`src/rtl/seq_det_pkg.sv`:
```
// Shared types and default constants for the run-time sequence detector.
package seq_det_pkg;

    // Controller states: waiting for a command, detecting, or parked after a one-shot match.
    typedef enum logic [1:0] {
        IDLE = 2'd0,
        RUN  = 2'd1,
        DONE = 2'd2
    } seq_state_t;

    localparam int DEF_SYM_W   = 3;
    localparam int DEF_SEQ_LEN = 8;
    localparam int DEF_TIMEOUT = 16;

    // Slot i sits at bits [3*i +: 3]; slot 0 is the oldest symbol of the pattern.
    // Slots 0..7 = 001,101,110,000,110,110,011,101.
    localparam logic [DEF_SEQ_LEN*DEF_SYM_W-1:0] SEQ_DEFAULT_PATTERN = {
        3'b101, 3'b011, 3'b110, 3'b110, 3'b000, 3'b110, 3'b101, 3'b001
    };

endpackage

```
`src/rtl/seq_window_matcher.sv`:
```
// Symbol shift window with fill tracking and a combinational comparator that
// evaluates the window as it will look after the current shift.
module seq_window_matcher
    import seq_det_pkg::*;
#(
    parameter int SYM_W   = DEF_SYM_W,
    parameter int SEQ_LEN = DEF_SEQ_LEN
) (
    input  logic                     clk,
    input  logic                     reset,
    input  logic                     shift,
    input  logic                     flush,
    input  logic [SYM_W-1:0]         data_in,
    input  logic [SEQ_LEN*SYM_W-1:0] pattern,
    output logic                     match
);

    localparam int FILL_W = $clog2(SEQ_LEN + 1);

    logic [SYM_W-1:0]         r_window [SEQ_LEN];
    logic [FILL_W-1:0]        r_fill;
    logic [SEQ_LEN*SYM_W-1:0] w_next_window;
    logic                     w_full_next;

    // Post-shift view: older symbols move down one slot, the new symbol lands in the top slot.
    always_comb begin
        w_next_window = '0;
        for (int i = 0; i < SEQ_LEN - 1; i++) begin
            w_next_window[i*SYM_W +: SYM_W] = r_window[i+1];
        end
        w_next_window[(SEQ_LEN-1)*SYM_W +: SYM_W] = data_in;
        w_full_next = (r_fill >= FILL_W'(SEQ_LEN - 1));
        match       = shift && !flush && w_full_next && (w_next_window == pattern);
    end

    // Window contents need no reset: the fill count decides whether they are meaningful.
    always_ff @(posedge clk) begin
        if (shift && !flush) begin
            for (int i = 0; i < SEQ_LEN - 1; i++) begin
                r_window[i] <= r_window[i+1];
            end
            r_window[SEQ_LEN-1] <= data_in;
        end
    end

    // Fill count of valid symbols in the window, saturating at the window depth.
    always_ff @(posedge clk) begin
        if (reset || flush) begin
            r_fill <= '0;
        end else if (shift && (r_fill != FILL_W'(SEQ_LEN))) begin
            r_fill <= r_fill + FILL_W'(1);
        end
    end

endmodule

```
`src/rtl/sequence_detector_ctrl.sv`:
```
// Run-time sequence detector controller: programmable pattern, arm/disarm,
// idle-timeout flush, saturating match counter and one-shot mode.
module sequence_detector_ctrl
    import seq_det_pkg::*;
#(
    parameter int SYM_W   = DEF_SYM_W,
    parameter int SEQ_LEN = DEF_SEQ_LEN,
    parameter int CNT_W   = 8,
    parameter int TIMEOUT = DEF_TIMEOUT
) (
    input  logic                       clk,
    input  logic                       reset,
    input  logic                       cfg_we,
    input  logic [$clog2(SEQ_LEN)-1:0] cfg_idx,
    input  logic [SYM_W-1:0]           cfg_sym,
    input  logic                       start,
    input  logic                       stop,
    input  logic                       one_shot,
    input  logic                       data_valid,
    input  logic [SYM_W-1:0]           data_in,
    output logic                       armed,
    output logic                       done,
    output logic                       sequence_found,
    output logic                       timeout_pulse,
    output logic [CNT_W-1:0]           match_count
);

    localparam int IDLE_W = $clog2(TIMEOUT + 1);
    localparam logic [SEQ_LEN*SYM_W-1:0] PATTERN_RST = (SEQ_LEN*SYM_W)'(SEQ_DEFAULT_PATTERN);

    seq_state_t               r_state;
    seq_state_t               w_state_next;
    logic [SYM_W-1:0]         r_pattern [SEQ_LEN];
    logic [SEQ_LEN*SYM_W-1:0] w_pattern_flat;
    logic [IDLE_W-1:0]        r_idle;
    logic [CNT_W-1:0]         r_count;
    logic                     r_one_shot;
    logic                     r_armed;
    logic                     r_done;
    logic                     r_found;
    logic                     r_timeout;
    logic                     w_start_ok;
    logic                     w_shift;
    logic                     w_timeout;
    logic                     w_flush;
    logic                     w_match;

    // stop always wins over start; start is only meaningful outside RUN.
    assign w_start_ok = start && !stop && (r_state != RUN);
    assign w_shift    = (r_state == RUN) && data_valid && !stop;
    assign w_timeout  = (r_state == RUN) && !data_valid && !stop &&
                        (r_idle == IDLE_W'(TIMEOUT - 1));
    assign w_flush    = stop || w_timeout || w_start_ok;

    // Flatten the pattern registers for the comparator.
    always_comb begin
        w_pattern_flat = '0;
        for (int i = 0; i < SEQ_LEN; i++) begin
            w_pattern_flat[i*SYM_W +: SYM_W] = r_pattern[i];
        end
    end

    seq_window_matcher #(
        .SYM_W   (SYM_W),
        .SEQ_LEN (SEQ_LEN)
    ) u_matcher (
        .clk     (clk),
        .reset   (reset),
        .shift   (w_shift),
        .flush   (w_flush),
        .data_in (data_in),
        .pattern (w_pattern_flat),
        .match   (w_match)
    );

    // State register.
    always_ff @(posedge clk) begin
        if (reset) begin
            r_state <= IDLE;
        end else begin
            r_state <= w_state_next;
        end
    end

    // Next-state decode.
    always_comb begin
        w_state_next = r_state;
        case (r_state)
            IDLE:    if (w_start_ok) w_state_next = RUN;
            RUN: begin
                if (stop)                       w_state_next = IDLE;
                else if (w_match && r_one_shot) w_state_next = DONE;
            end
            DONE: begin
                if (stop)       w_state_next = IDLE;
                else if (start) w_state_next = RUN;
            end
            default: w_state_next = IDLE;
        endcase
    end

    // Registered status outputs, decoded from the next state so they track it with one cycle latency.
    always_ff @(posedge clk) begin
        if (reset) begin
            r_armed   <= 1'b0;
            r_done    <= 1'b0;
            r_found   <= 1'b0;
            r_timeout <= 1'b0;
        end else begin
            r_armed   <= (w_state_next == RUN);
            r_done    <= (w_state_next == DONE);
            r_found   <= w_match;
            r_timeout <= w_timeout;
        end
    end

    // Match counter: cleared by an accepted start, saturates at all-ones.
    always_ff @(posedge clk) begin
        if (reset || w_start_ok) begin
            r_count <= '0;
        end else if (w_match && (r_count != '1)) begin
            r_count <= r_count + CNT_W'(1);
        end
    end

    // One-shot mode is captured only when detection is armed.
    always_ff @(posedge clk) begin
        if (reset) begin
            r_one_shot <= 1'b0;
        end else if (w_start_ok) begin
            r_one_shot <= one_shot;
        end
    end

    // Consecutive idle-cycle counter for the partial-match flush.
    always_ff @(posedge clk) begin
        if (reset || w_start_ok || stop || w_timeout || data_valid) begin
            r_idle <= '0;
        end else if (r_state == RUN) begin
            r_idle <= r_idle + IDLE_W'(1);
        end
    end

    // Pattern slots are writable only while idle so a running match never sees a torn pattern.
    always_ff @(posedge clk) begin
        if (reset) begin
            for (int i = 0; i < SEQ_LEN; i++) begin
                r_pattern[i] <= PATTERN_RST[i*SYM_W +: SYM_W];
            end
        end else if ((r_state == IDLE) && cfg_we) begin
            r_pattern[cfg_idx] <= cfg_sym;
        end
    end

    assign armed          = r_armed;
    assign done           = r_done;
    assign sequence_found = r_found;
    assign timeout_pulse  = r_timeout;
    assign match_count    = r_count;

endmodule

```
`config.mk`:
```
export PLATFORM = sky130hd
export DESIGN_NAME = sequence_detector_ctrl
export DESIGN_NICKNAME = d
export VERILOG_FILES = /design/src/rtl/seq_det_pkg.sv /design/src/rtl/seq_window_matcher.sv /design/src/rtl/sequence_detector_ctrl.sv
export SDC_FILE = /design/constraint.sdc
export NUM_CORES = 1
export LEC_CHECK = 0
export BUFFER_PORTS_ARGS = -buffer_cell sky130_fd_sc_hd__buf_4
export CAP_MARGIN = 0
export CELL_PAD_IN_SITES_DETAIL_PLACEMENT = 0
export CELL_PAD_IN_SITES_GLOBAL_PLACEMENT = 1
export CORE_MARGIN = 4
export CORE_UTILIZATION = 30
export CTS_CLUSTER_SIZE = 16
export DETAILED_ROUTE_END_ITERATION = 7
export GPL_TIMING_DRIVEN = 0
export PLACE_DENSITY_LB_ADDON = 0.1
export REMOVE_ABC_BUFFERS = 1
export SLEW_MARGIN = 15
export SYNTH_ARGS = -nofsm -noshare
export SYNTH_HDL_FRONTEND = slang
export SYNTH_SLANG_ARGS = --single-unit
export TNS_END_PERCENT = 10
```
`constraint.sdc`:
```
create_clock -name clk -period 2 [get_ports clk]
set_clock_uncertainty 0.1 [all_clocks]
set_input_delay 0 -clock clk [delete_from_list [all_inputs] [get_ports clk]]
set_output_delay 0 -clock clk [all_outputs]
set_load 0.005 [all_outputs]
```
# Yosys cells after proc, flatten, opt, wreduce, memory -nomap -nowiden
# Memories as Yosys holds them, arrays and structs flattened.
# Index checks and enable logic that the tools add are counted.
op_classes:
  n_addsub: 3
  multipliers: 0
  div: 0
  n_lt_le_gt_ge: 1
  n_eq_ne: 9
  shifts: 0
  muxes: 16
  bitwise_logic: 0
  n_reduce_logical: 26
ops:
  columns: ["op", "n"]
  rows:
  - ["equality test 24 bit", 1]
  - ["logical AND 1 bit", 14]
  - ["two-way mux 2 bit", 5]
  - ["adder 8 x 1 -> 8 bit (second input constant)", 1]
  - ["two-way mux 1 bit", 8]
  - ["inequality test 8 bit (second input constant)", 1]
  - ["logical OR 1 bit", 7]
  - ["two-way mux 3 bit", 2]
  - ["case mux 2 bit (3 select lines)", 1]
  - ["adder 5 x 1 -> 5 bit (second input constant)", 1]
  - ["equality test 5 x 4 -> 1 bit (second input constant)", 1]
  - ["adder 4 x 1 -> 4 bit (second input constant)", 1]
  - ["equality test 2 x 1 -> 1 bit (second input constant)", 2]
  - ["equality test 2 bit (second input constant)", 2]
  - [">= comparator 4 x 3 -> 1 bit (second input constant)", 1]
  - ["inequality test 4 bit (second input constant)", 1]
  - ["logical NOT 1 bit", 3]
  - ["OR reduction 3 bit", 1]
  - ["logical NOT 2 bit", 1]
  - ["inequality test 2 x 1 -> 1 bit (second input constant)", 1]
totals:
  reg_bits: 24
  latch_bits: 0
  ramBits: 48
  romBits: 0
  out_inout_bits: 12
  word_cells: 66
  memories: 2
mem_list:
  columns: ["name", "words", "width", "read_ports", "rd_ports_with_merged_regs", "write_ports", "line", "rtl"]
  rows:
  - ["r_pattern", 8, 3, 8, 0, 8, "sequence_detector_ctrl.sv:33", "logic [SYM_W-1:0] r_pattern [SEQ_LEN];"]
  - ["u_matcher.r_window", 8, 3, 7, 0, 8, "seq_window_matcher.sv:20", "logic [SYM_W-1:0] r_window [SEQ_LEN];"]

# Longest topological paths before layout
logic_depth:
  word_depth: 15
  depth_mapped: 8

# Modules after synthesis
# A second synthesis with hierarchy kept.
hier_totals:
  cells_unflattened: 259
  hier_area_um2: 3091.7
modules_own_cells:
  columns: ["module", "instances", "cells_each", "area_per_inst_um2", "seq_area_each_um2"]
  rows:
  - ["sequence_detector_ctrl", 1, 182, 1969.4, 1121.1]
  - ["seq_window_matcher", 1, 77, 1122.3, 710.7]

# Least setup slack after synthesis
# No wires, ideal clock.
synth_path:
  path_kind: "flip-flop to flip-flop"
  startpoint: "reg r_state[1]"
  endpoint: "reg r_count[7] (netlist: match_count[7])"
  setup_ns: 0.070
  arrival_ns: 1.880
  slack_ns: -0.050
  path_stages_with_launch: 7
  path_buffers: 1
  cell_sequence: "dfxtp_1 > and4bb_4 > nor4b_4 > nand4b_2 > buf_6 > or3_1 > a21oi_1"
synth_between:
  elab_chain_len: 11
  word_cells_on_any_way: 16
  cone_classes: "eq/ne (2); reduce/logical (14)"
synth_rtl:
  columns: ["element", "line", "rtl"]
  rows:
  - ["from (decl)", "sequence_detector_ctrl.sv:31", "seq_state_t r_state;"]
  - ["from (signal assigned)", "sequence_detector_ctrl.sv:81", "r_state <= w_state_next;"]
  - ["equality test 2 x 1 -> 1 bit", "sequence_detector_ctrl.sv:50, sequence_detector_ctrl.sv:51", null]
  - ["logical AND 1 bit (3 in series)", "sequence_detector_ctrl.sv:51", "assign w_timeout = (r_state == RUN) && !data_valid && !stop &&"]
  - ["logical OR 1 bit (2 in series)", "sequence_detector_ctrl.sv:53", "assign w_flush = stop || w_timeout || w_start_ok;"]
  - ["logical NOT 1 bit", "seq_window_matcher.sv:33", "match = shift && !flush && w_full_next && (w_next_window == pattern);"]
  - ["logical AND 1 bit (3 in series)", "seq_window_matcher.sv:33", null]
  - ["logical AND 1 bit", "sequence_detector_ctrl.sv:121", "end else if (w_match && (r_count != '1)) begin"]
  - ["to (signal assigned)", "sequence_detector_ctrl.sv:122", "r_count <= r_count + CNT_W'(1);"]
  - ["to (decl)", "sequence_detector_ctrl.sv:36", "logic [CNT_W-1:0] r_count;"]
# Several ways; a longest one is shown, not always the timed one.
# A chain may end at the register's enable or synchronous reset.

==> impl_metrics.tcl <==
set metrics [dict create \
    cts_buffer_depth 2 \
    cap_violations 0 \
    syn_inst 268 \
    yosys.cell_types.count 41 \
    final_layout_size_suffix_gt1_frac 0.315 \
    hpwlAfterDp_um 4980 \
    ant_nets 0 \
    ios 28 \
    grt_max_degree 19 \
    gp_congestion 0.757 \
    yosysWarnings 0 \
    grt_use_total 0.127 \
    viasPerCell 4.70 \
    root_buffer "clkbuf_8" \
    diodes 0 \
    cts_buffers 9 \
    worstSetupPathType "reg2reg" \
    core-area_mm2 0.0103 \
    cp.required_ns 2.16 \
    antenna_found_initial 0 \
    syn_avg_cell_area_um2 11.7 \
    vias 2176 \
    area_growth_pct 31.3 \
    cts_tree "yes" \
    synth_area_mm2 0.00315 \
    clock_latency_ns 0.34 \
    finalCritPeriodShare 0.992 \
    wl_per_cell_um 15.5 \
    placed_area_mm2 0.00348 \
    drv_slew 0 \
    hold_path.class "in2reg" \
    synth-main-ff-cell "edfxtp_1" \
    hold_ws_ns 0.0438 \
    drc 0 \
    power_density_mw_per_mm2 702 \
    yosysSeqAreaShare 0.582 \
    start_util 0.306 \
    timing.fmax_ghz 0.504 \
    status "finished, final reports clean" \
    ys_ff_latch 69 \
    final_area_mm2 0.00413 \
    irDropWorstVdd_uv 269 \
    worstMarginPinSlew_ns 0.673 \
    wirelength_um 7170 \
    dpl_worst_slack_ns -0.618 \
    grt_overflow_total 0 \
    rsz0062_at_grt "yes" \
    hold_viol_final 0 \
    crit_arrival_ns 2.15 \
    finalSetupViolations 0 \
    crit_fanout 2 \
    fin_ws_ns 0.0164 \
    async_flop_share 0 \
    portBuffers 27 \
    slew_headroom 0.550 \
    clk_pin_slew_ns 0.08 \
    cp-start-kind "flip-flop" \
    fin_crit_ns 1.98 \
    power.leakage_uw 0.00146 \
    htree_levels 3 \
    die_w_um 110 \
    end_kind "flip-flop" \
    final_nets 343 \
    synth_edf_count 45 \
    clock_sinks 69 \
    grt_pass1_vias 2101 \
    fp.dieArea_mm2 0.0122 \
    fillers 1017 \
    placement_rows 37 \
    die_y_um 110 \
    drtIter0Drc 69 \
    grt_pass1_wl_um 11300 \
    first_pass_iters 4 \
]
## where the power goes
group / total, uW / switching, uW / leakage (uW) / internal [uW]
Clock: 1140 / 558 / 0.0000976 / 581
Combinational: 206 / 113 / 0.000770 / 93.0
Sequential: 1560 / 19.5 / 0.000596 / 1540
## worst max-delay path, stage by stage, from the launching register on
cell and delay (ns):
edfxtp_1 0.40, xor2_1 0.21, or4_1 0.56, nor4_2 0.20, nand4_1 0.23, a21oi_2 0.21
## path summary, 6_finish.rpt
kind / from / end / slack, ns / cells after the start
worst max-delay path: r_pattern[2][0]$_SDFFCE_PN0P_ / done$_SDFF_PP0_ / 0.02 / 5
worst min-delay path: cfg_idx[0] / r_pattern[3][1]$_SDFFCE_PN0P_ / 0.04 / 3
worst min register to register: u_matcher.r_window[1][0]$_DFFE_PP_ / u_matcher.r_window[0][9]$_DFFE_PP_ / 0.37 / 0
worst max register to register: r_pattern[2][0]$_SDFFCE_PN0P_ / done$_SDFF_PP0_ / 0.02 / 5
## cells in the final DEF (no fill, tap or decap), types with 8 or more instances in the layout
cell,instances
nand2_1,18
xor2_1,12
xnor2_1,8
buf_4,33
clkbuf_8,9
nor2_1,20
dfxtp_1,19
dlygate4sd3_1,14
nand4_1,13
or2_2,9
nand2b_1,10
xnor2_2,10
edfxtp_1,45
## kinds of logic after synthesis
logic type	synth area share
adders and majority gates	0.0199
buffers and inverters	0.0179
AOI/OAI and AO/OA	0.0449
muxes	0.0159
DFF	0.582
and+or+nand+nor	0.235
xor gates and xnor gates	0.0835
## synth_stat cells, types with 2 or more instances
cell | number | area (um2)
edfxtp_1 | 45 | 1350
dfxtp_1 | 24 | 480
nor2_1 | 21 | 78.8
nand2_1 | 20 | 75.1
xnor2_1 | 18 | 158
nand4_1 | 13 | 81.3
xor2_1 | 12 | 105
nand2b_1 | 10 | 62.6
a21oi_1 | 9 | 45.0
or2_2 | 9 | 56.3
nor3_1 | 6 | 30.0
nor4_1 | 6 | 37.5
or3_1 | 6 | 37.5
and2_1 | 5 | 31.3
ha_1 | 5 | 62.6
inv_1 | 5 | 18.8
mux2i_1 | 5 | 50.1
nor3b_1 | 5 | 37.5
and4_1 | 4 | 35.0
clkbuf_1 | 4 | 15.0
nand3_1 | 4 | 20.0
and3_1 | 3 | 18.8
o21ai_0 | 3 | 15.0
or4_1 | 3 | 22.5
a211oi_1 | 2 | 15.0
buf_6 | 2 | 22.5
nor2b_1 | 2 | 12.5
o21a_1 | 2 | 15.0
o31ai_1 | 2 | 15.0
o41ai_1 | 2 | 17.5
## sequential cells by signal (all words and copies together) (netlist names)
register	count
armed	1
done	1
match_count	8
r_idle	5
r_one_shot	1
r_pattern	24
r_state	2
sequence_found	1
timeout_pulse	1
u_matcher.r_fill	4
u_matcher.r_window	21
## area by class of cell
cell class	instances	area, um2	share of cell area
Sequential cell	69	1840	0.446
Multi-Input combinational cell	189	1510	0.364
Clock buffer	9	124	0.0300
Clock inverter	7	72.6	0.0176
Inverter	5	18.8	0.00454
Timing Repair Buffer	48	399	0.0966
Tap cell	136	170	0.0412
## stage by stage
stage                     TNS, ns  power (uW)  std cells  utilization
after floorplan            -0.569        1670        262            -
after global placement     -14.71        1750        425        0.339
after detailed placement   -15.40        1750        425        0.339
after CTS                 -0.0290        2930        461        0.387
after global routing       -0.413        3010        463        0.402
final                           0        2900        463        0.402
## what timing repair did
action | 4_1_cts | 5_1_grt
endpoints found under the setup margin | 59 | 24
hold endpoints to repair | 32 | 0
hold buffers | 14 | 0
pin swaps | 5 | 16
resized for setup | 22 | 31
cloned | 1 | 0
buffers inserted | 5 | 2
## routing by layer
layer	track usage	share of wire	vias up
met1	0.186	0.50	1054
met2	0.184	0.46	22
met5	0	0	-
li1	-	-	1092
met3	0.0221	0.026	8
met4	0.0519	0.012	0
(Power assumes the default switching activity.)
